--- src/rtl/aes_dec_block_feeder.sv ---
// Packs a 32-bit ciphertext word stream into 128-bit blocks, buffers them and
// issues them to the AES-256 decipher pipeline on a fixed start_conversion grid.
module aes_dec_block_feeder #(
    parameter int ISSUE_INTERVAL = 8,
    parameter int BUF_DEPTH      = 2,
    parameter int CNT_W          = 16
) (
    input  logic             clk,
    input  logic             reset,
    input  logic [31:0]      in_word,
    input  logic             in_valid,
    input  logic             in_last,
    output logic             in_ready,
    input  logic             pipe_ready,
    input  logic             done_conversion,
    output logic [127:0]     cipher_text,
    output logic             start_conversion,
    output logic             last_conversion,
    output logic             busy,
    output logic [CNT_W-1:0] block_count,
    output logic             underrun
);

    localparam int PTR_W = (BUF_DEPTH > 1) ? $clog2(BUF_DEPTH) : 1;
    localparam int OCC_W = PTR_W + 1;
    localparam int SC_W  = (ISSUE_INTERVAL > 1) ? $clog2(ISSUE_INTERVAL) : 1;

    localparam logic [OCC_W-1:0] DEPTH_C  = OCC_W'(BUF_DEPTH);
    localparam logic [SC_W-1:0]  SC_LAST  = SC_W'(ISSUE_INTERVAL - 1);
    localparam logic [SC_W-1:0]  SC_FIRST = (ISSUE_INTERVAL > 1) ? SC_W'(1) : '0;

    typedef enum logic [1:0] {IDLE, ISSUE, LAST_HOLD} state_t;

    state_t                        state;
    logic [SC_W-1:0]               sc;
    logic [BUF_DEPTH-1:0][127:0]   buf_data;
    logic [BUF_DEPTH-1:0]          buf_last;
    logic [PTR_W-1:0]              wr_ptr, rd_ptr;
    logic [OCC_W-1:0]              occ;
    logic [127:0]                  pack_data;
    logic [1:0]                    pack_idx;
    logic [127:0]                  blk;
    logic                          accept, push, pop;
    logic [127:0]                  head_data;
    logic                          head_last;

    assign in_ready  = !reset && (occ < DEPTH_C);
    assign accept    = in_valid && in_ready;
    assign push      = accept && (pack_idx == 2'd3 || in_last);
    assign head_data = buf_data[rd_ptr];
    assign head_last = buf_last[rd_ptr];
    assign busy      = (state != IDLE);

    // The IDLE->ISSUE transition cycle is itself slot 0, so the first block
    // goes out on that edge instead of waiting one more cycle.
    assign pop = (occ != '0) &&
                 ((state == IDLE && pipe_ready) || (state == ISSUE && sc == '0));

    // Unfilled slots of pack_data are always zero, giving the short-block padding.
    always_comb begin
        blk = pack_data;
        case (pack_idx)
            2'd0:    blk[127:96] = in_word;
            2'd1:    blk[95:64]  = in_word;
            2'd2:    blk[63:32]  = in_word;
            default: blk[31:0]   = in_word;
        endcase
    end

    always_ff @(posedge clk or posedge reset) begin
        if (reset) begin
            buf_data  <= '0;
            buf_last  <= '0;
            wr_ptr    <= '0;
            rd_ptr    <= '0;
            occ       <= '0;
            pack_data <= '0;
            pack_idx  <= '0;
        end else begin
            if (accept) begin
                if (push) begin
                    buf_data[wr_ptr] <= blk;
                    buf_last[wr_ptr] <= in_last;
                    wr_ptr           <= wr_ptr + 1'b1;
                    pack_data        <= '0;
                    pack_idx         <= '0;
                end else begin
                    pack_data <= blk;
                    pack_idx  <= pack_idx + 1'b1;
                end
            end
            if (pop)
                rd_ptr <= rd_ptr + 1'b1;
            case ({push, pop})
                2'b10:   occ <= occ + 1'b1;
                2'b01:   occ <= occ - 1'b1;
                default: occ <= occ;
            endcase
        end
    end

    always_ff @(posedge clk or posedge reset) begin
        if (reset) begin
            state            <= IDLE;
            sc               <= '0;
            cipher_text      <= '0;
            start_conversion <= 1'b0;
            last_conversion  <= 1'b0;
            block_count      <= '0;
            underrun         <= 1'b0;
        end else begin
            start_conversion <= 1'b0;
            case (state)
                IDLE: begin
                    if (pop) begin
                        cipher_text      <= head_data;
                        start_conversion <= 1'b1;
                        block_count      <= CNT_W'(1);
                        last_conversion  <= head_last;
                        sc               <= SC_FIRST;
                        state            <= head_last ? LAST_HOLD : ISSUE;
                    end
                end
                ISSUE: begin
                    sc <= (sc == SC_LAST) ? '0 : sc + 1'b1;
                    if (sc == '0) begin
                        if (occ != '0) begin
                            cipher_text      <= head_data;
                            start_conversion <= 1'b1;
                            block_count      <= block_count + 1'b1;
                            if (head_last) begin
                                last_conversion <= 1'b1;
                                state           <= LAST_HOLD;
                            end
                        end else begin
                            underrun <= 1'b1;
                        end
                    end
                end
                LAST_HOLD: begin
                    if (done_conversion) begin
                        last_conversion <= 1'b0;
                        state           <= IDLE;
                    end
                end
                default: state <= IDLE;
            endcase
        end
    end

endmodule
--- config.mk ---
export PLATFORM = sky130hd
export DESIGN_NAME = aes_dec_block_feeder
export DESIGN_NICKNAME = d
export VERILOG_FILES = /design/src/rtl/aes_dec_block_feeder.sv
export SDC_FILE = /design/constraint.sdc
export NUM_CORES = 1
export LEC_CHECK = 0
export CORE_MARGIN = 3
export CORE_UTILIZATION = 45
export DETAILED_ROUTE_END_ITERATION = 8
export GPL_TIMING_DRIVEN = 0
export HOLD_SLACK_MARGIN = 0.08
export RECOVER_POWER = 25
export SYNTH_ARGS = -nofsm -noshare
export SYNTH_HDL_FRONTEND = slang
export SYNTH_SLANG_ARGS = --single-unit
--- constraint.sdc ---
create_clock -name clk -period 31.8 [get_ports clk]
set_input_delay 4.77 -clock clk [delete_from_list [all_inputs] [get_ports clk]]
set_output_delay 4.77 -clock clk [all_outputs]
set_load 0.02 [all_outputs]
-- Word level (Yosys, flattened, before mapping)
Cells that the tools add are included.
- flip-flop bits (word level): 544
- input port bits: 38
- output and inout port bits: 149
- $add $sub $neg: 7
- magnitude comparators: 4
- eq/ne operators: 13
- mux-type cells: 45
- bitwise logic cells: 1
- reductions and logical operators: 25
- operator list (operator ; count):
    two-way mux 128 bit ; 7
    bitwise mux 256 bit ; 1
    one-hot mux 128 bit (2 select lines) ; 1
    demux 128 bit (select 1 bit) ; 1
    two-way mux 32 bit ; 4
    two-way mux 16 bit ; 3
    one-hot mux 16 bit (2 select lines) ; 1
    adder 16 x 1 -> 16 bit, second input constant ; 1
    two-way mux 2 bit ; 7
    two-way mux 1 bit ; 11
    equality test 2 bit, second input constant ; 4
    != test 2 bit, second input constant ; 4
    nonzero test 2 bit ; 4
    logical AND 1 bit ; 7
    equality test 2 x 1 -> 1 bit, second input constant ; 3
    two-way mux 3 bit ; 2
    one-hot mux 2 bit (3 select lines) ; 1
    one-hot mux 3 bit (2 select lines) ; 1
    AND reduction 6 bit ; 1
    AND reduction 5 bit ; 1
    adder 2 x 1 -> 2 bit, second input constant ; 2
    zero test 2 bit ; 2
    < comparator 1 x 2 -> 1 bit, second input constant ; 2
    one-hot mux 2 bit (2 select lines) ; 1
    other kinds (20) ; 23

-- Logic depth before layout (Yosys ltp)
Gate-level depths: netlist of run 1.
- word-level depth: 6
- mapped depth: 11

-- Least setup slack after synthesis of run 1
No wires, ideal clock.
- path type: in2out
- start: input reset
- end: output in_ready
- arrival time: 5.063 ns
- path slack: 21.967 ns
- stages on the path: 1
- path buffers: 0
- cells stage by stage: nor2_1
- cells in the longest elaborated chain, start to end: 2
- ends and longest elaborated chain (element ; RTL line ; source):
    start, declared ; 9 ; input logic reset,
    zero test 1 bit (no line) ; n/a ;
    logical AND 1 bit ; 47 ; assign in_ready = !reset && (occ < DEPTH_C);
    end, declared ; 13 ; output logic in_ready,
Every way passes these cells.

==> metrics.cfg, run 1 <==
[run_status]
status=finished, violations left
failed_checks=capacitance limit, slew limit

[placed_design]
placed_cell_area_um2=25400
place.gp.congestion=0.832
hpwl_um=46000
portBuffers=154
place_ws_ns=20.93
dp_cells=2884

[setup_path]
critical_path.slowest_cell=clkbuf_1
critPathKind=in -> async
cp_data_arrival_time_ns=12.71
cp_max_fo=132
required_ns=30.81
reg2reg_slack_ns=28.78
cp_slowest_stage_delay_ns=4.97
r2r_cells=8
critPathLaunchType=primary input
path_cells=dlygate4sd3_1, clkinvlp_2, clkbuf_1
cp-startpoint=reset
r2r-start=pack_idx[0]
worst_r2r_endpoint=buf_data[203]
end_kind=async pin

[detailed_routing]
vias=16800
post-route-drc-count=0
ant_nets=0
wl_per_cell_um=22.0
first_pass_iters=7
wl_um=65800
drt_iter0_drc=1436
via_per_inst=5.61

[floorplanning]
fp.dieW_um=231
start_util_pct=46.1
die_h_um=231
core_area_um2=49600
num_rows=81
io_pins=187
dieArea_um2=53500

[logic_synthesis]
synthFlopType=dfrtp_1
synth-seq-cells=544
synthesis.area_um2=22900
ys_warn_count=0
synthesis.nets=2114
netlist_instances=2062
synth.area.top_cells=dfrtp_1 (60%), mux2i_1 (11%), o21ai_0 (5.8%), nand2_1 (4.8%), a22o_1 (3.0%)
async_flop_share_pct=100
synth-edff-count=0
yosysMostFrequentCell=dfrtp_1
synth_area_leader_cell=dfrtp_1
synthDistinctLibCells=52
seq_area_frac_synth_pct=59.5
synth.top_cell.area_share_pct=59.5
avgSynthCellArea_um2=11.1
ys_top_cells_by_count=dfrtp_1 (544), nand2_1 (291), o21ai_0 (263)

[timing]
layout_setup_ws_ns=18.11
hold_violations=0
tns_ns=0
finalCritPeriodShare_pct=43.1
skew_ns=0.0208
worst_pin_slew_ns=6.91
hold_ws_ns=0.475
slew_headroom_pct=-361
setup_viol=0
slew_violations=331
max_freq_mhz=73.0
min_period_ns=13.70
rsz0062_at_grt=no

[global_route]
grt_max_degree=133
grt_pass1_vias=16900
grt_util_all_layers_pct=24.7
grt-ovfl-total=0
antenna_found_initial=3
grt_pass1_wl_um=102000

[power]
cellInternalPower_mw=1.79
vdd_drop_max_mv=0.0597
switchingPower_mw=1.03
p_sw_share_pct=36.6
seq_power_share_pct=39.2
clkPwrFrac_pct=24.5
power_mw=2.81
power_density_nw_per_um2=103
p_leak_nw=12.3
comb_power_share_pct=36.3

[clocking]
htree_levels=2
cts_buffer_depth=3
clk_latency_ns=0.62
cts.clk_slew.worst_paths_ns=0.06
numClockSinks=544
postCtsResizedCells=0
cts_made_buffers=57
cts_setup_buffers=0
cts_tree=done
cts-root-buf=clkbuf_16
holdBufCountCts=0

[final_layout]
drive_gt1_share_pct=8.73
layout.nets=2331
stdcell_count=2991
fillers=4332
multi_input_area_um2=8260
fin_area_um2=27300
synthToLayoutAreaGrowth_pct=19.3
final-seq-area_um2=13600
fin_util_pct=55.0

[job]
drv_cap=3

[min_path]
worstHoldStart=cipher_text[81]
min_delay_path_depth=2
hold_class=reg -> reg
min_to=cipher_text[81]

## registers in the layout, summed over array words and instances (netlist names), 3 cells and up
name	count
block_count	16
pack_data	128
sc	3
buf_data	256
cipher_text	128
## cell families after synthesis
logic type                 share of synthesized area [%]
DFF                                                 59.5
AOI/OAI and AO/OA                                   15.2
muxes                                               11.6
buffers and inverters                               4.31
xor gates and xnor gates                           0.192
adders and majority gates                          0.766
and+or+nand+nor                                     8.45
## placed cells by master (no fill, tap or decap), types with 3 or more instances in the layout
master and count:
a22o_1 77, clkinv_2 14, bufinv_16 4, nand3_1 10, nor3_1 3, o211ai_1 4, a21oi_1 134, mux2_2 5
clkdlybuf4s50_1 152, ha_1 14, o21ai_4 4, buf_1 32, buf_2 57, a32o_1 51, clkbuf_8 19, mux2i_1 259
nand4b_1 4, nand4_1 7, dfrtp_1 544, nor2_1 135, o21ai_0 263, nand2_1 291, xnor2_1 3, buf_6 13
inv_1 11, nor4_1 5, o31ai_1 5, a2bb2oi_1 4, buf_4 15, and3_1 6, clkbuf_1 80, clkbuf_16 58
nand3b_1 4
## metal layers
metal / vias to the layer above / share of wire (%) / global-route usage [%]
met3: 90 / 5.7 / 4.74
met5: - / 0.020 / 0
li1: 7657 / - / -
met2: 453 / 47 / 38.9
met1: 8591 / 45 / 35.4
met4: 2 / 2.3 / 6.51
## power by group through the flow
stage | Clock (mW) | Combinational, mW | Sequential (mW)
2_1_floorplan | 0 | 0.563 | 1.17
4_1_cts | 0.702 | 1.03 | 1.10
5_1_grt | 0.730 | 1.12 | 1.14
6_report | 0.690 | 1.02 | 1.10
3_3_place_gp | 0 | 1.00 | 1.11
3_5_place_dp | 0 | 1.03 | 1.11
## worst max-delay path, delay by kind of cell
family / cells / cell delay (ns)
buf+inv: 3 / 7.79
## worst max-delay path by stage
stage	end	slack (ns)
2_1_floorplan	block_count[0]	11.82
4_1_cts	in_ready	20.93
6_report	cipher_text[7]	18.11
3_3_place_gp	cipher_text[46]	6.02
5_1_grt	cipher_text[7]	16.24
3_5_place_dp	in_ready	20.93
## cell type report
class	instances	area share (%)
clock buffers	83	6.36
multi-input cells	1316	30.3
clock inverters	22	0.844
plain buffers	190	3.45
inverters	12	0.170
repair buffers	158	5.88
flip-flops and latches	544	49.9
well taps	664	3.05
diodes	2	0.0184
Note: power is estimated with default switching activity, not from simulation.
==> run 2, diff against run 1 <==
Clock period 31.8 ns to 12.95 ns, I/O delays scaled along.
==> run 2 against run 1 <==
The flow still finishes with violations (capacitance limit, slew limit). Via count shrank 0.19%. Clock power grew to 2.6 times the previous value. Sequential power grew 150%. Global-route usage grew 0.39 points. Worst setup slack lost 12 ns. Sequential cell count is the same. Clock-buffer cell count is the same. Critical endpoint is now cipher_text[58]. Largest cell class unchanged. Highest routed layer is now met4.
==> metrics.cfg, run 2 (same netlist as run 1, synthesis figures left out) <==
[run_status]
status=finished, violations left
failed_checks=capacitance limit, slew limit

[floorplanning]
core_area_um2=49600  ; unchanged
dieArea_um2=53500  ; unchanged
fp.dieW_um=231  ; unchanged
die_h_um=231  ; unchanged
io_pins=187  ; unchanged
num_rows=81  ; unchanged
start_util_pct=46.1  ; unchanged

[timing]
hold_violations=0  ; unchanged
worst_pin_slew_ns=2.30  ; -4.61 ns
skew_ns=0.0194  ; -0.00133 ns
slew_headroom_pct=-53.6  ; +310 points
rsz0062_at_grt=no
max_freq_mhz=153
min_period_ns=6.53
tns_ns=0  ; unchanged
setup_viol=0  ; unchanged
finalCritPeriodShare_pct=50.4
slew_violations=275  ; -17%

[setup_path]
r2r_cells=11  ; +3
cp_data_arrival_time_ns=7.33  ; -5.38 ns
critPathLaunchType=primary input
cp-startpoint=reset
cp_max_fo=41  ; -69%
worst-path-stages=7  ; +4
path_common_cell=buf_12
worst_r2r_endpoint=cipher_text[70]
crit_family=buffers and inverters
reg2reg_slack_ns=9.99  ; -18.79 ns
r2r-start=state[0]
required_ns=13.75  ; -17.06 ns
crit_buf_inv=7  ; +4
critical_path.slowest_cell=clkbuf_1
cp_slowest_stage_delay_ns=1.74  ; -3.23 ns
critPathKind=in -> async
path_cells=dlygate4sd3_1, clkinvlp_2, clkbuf_1, clkbuf_1, buf_12, buf_12, buf_12
end_kind=async pin

[power]
power_density_nw_per_um2=255  ; +150%
power_mw=6.99  ; +150%
vdd_drop_max_mv=0.132  ; +120%
p_leak_nw=12.4  ; +0.45%

[global_route]
grt_pass1_vias=17000  ; +0.67%
top_usage_layer=met2
grt-ovfl-total=0  ; unchanged
grt_max_degree=44  ; -67%
grt_use_met3_pct=4.28  ; -0.47 points
antenna_found_initial=0  ; -3
grtUsageMet2_pct=39.0  ; +0.056 points
use_met1_pct=36.1  ; +0.71 points
grt_util_all_layers_pct=25.1  ; +0.39 points
grt_pass1_wl_um=104000  ; +1.6%

[min_path]
min_to=cipher_text[89]
min_delay_path_depth=2  ; unchanged
hold_class=reg -> reg
worstHoldStart=cipher_text[89]

[final_layout]
largest_reg_flops=256  ; unchanged
stdcell_count=2998  ; +0.23%
diodes=0  ; -2
final-seq-area_um2=13600  ; unchanged
top_regs=buf_data: 256 flops, cipher_text: 128 flops, pack_data: 128 flops
mostFrequentLayoutCell=dfrtp_1
multi_input_area_um2=8260  ; unchanged
layout.nets=2342  ; +0.47%
fin_area_um2=27400  ; +0.55%
largest-register=buf_data
drive_gt1_share_pct=8.53  ; -0.21 points
fillers=4280  ; -1.2%
fin_util_pct=55.3  ; +0.30 points
final_cell_mix=dfrtp_1 (544), nand2_1 (291), o21ai_0 (263)
synthToLayoutAreaGrowth_pct=19.9

[job]
drv_cap=7  ; +4

[detailed_routing]
post-route-drc-count=0  ; unchanged
ant_nets=0  ; unchanged
drt_iter0_drc=1189  ; -17%
wl_um=66700  ; +1.5%
wl_per_cell_um=22.3  ; +1.2%
first_pass_iters=5  ; -2
vias=16800  ; -0.19%
via_per_inst=5.59  ; -0.42%

[clocking]
holdBufCountCts=0  ; unchanged
numClockSinks=544  ; unchanged
cts.clk_slew.worst_paths_ns=0.06  ; about the same
htree_levels=2  ; unchanged
postCtsResizedCells=0  ; unchanged
cts_made_buffers=57  ; unchanged
clk_latency_ns=0.61  ; about the same
cts_buffer_depth=3  ; unchanged
cts_setup_buffers=0  ; unchanged
cts_tree=done
cts-root-buf=clkbuf_16

[placed_design]
place.gp.congestion=0.835  ; +0.40%
dp_cells=2895  ; +0.38%
portBuffers=154  ; unchanged
hpwl_um=47200  ; +2.6%
placed_cell_area_um2=25500  ; +0.76%

run 2: through the flow:
step	setup WS (ns)	hold WS, ns
CTS	7.81	0.483
global placement	0.313	0.460
detailed placement	7.81	0.470
global route	5.56	0.496
finish	6.42	0.473
floorplan	3.61	0.450
run 2: worst reg2reg max path, cell delays in order (launching register included):
cell and delay, ns:
dfrtp_1 0.38, inv_1 0.09, ha_1 0.20, clkbuf_2 0.16, nand3b_1 0.19, a21o_1 0.14, buf_2 0.37, buf_2 0.38
buf_2 0.51, buf_4 0.29, nand2_1 0.07, o21ai_0 0.07
run 2: worst max-delay path by stage:
stage	to	slack, ns
after global placement	cipher_text[53]	0.31
after CTS	in_ready	7.81
after detailed placement	in_ready	7.81
final	cipher_text[58]	6.42
after global routing	cipher_text[50]	5.56
after floorplan	block_count[0]	3.61
run 2: final cells by class:
type,count,area share [%]
flip-flops and latches,544,49.7
inverters,12,0.169
well taps,664,3.03
repair buffers,169,6.24
clock buffers,83,6.12
plain buffers,190,3.43
clock inverters,20,1.22
multi-input cells,1316,30.1
run 2: routing by layer:
metal,share of wire (%),routed length (µm),vias to the layer above
li1,-,-,7681
met1,46,30400,8543
met2,46,30700,429
met3,5.2,3440,108
met4,3.3,2190,0
met5,0,0,-
run 2: where the power goes:
part	switching [mW]	internal (mW)	leakage, nW
Clock	0.685	1.07	0.989
Combinational	1.47	1.04	4.29
Sequential	0.374	2.34	7.09
Total	2.53	4.45	12.4
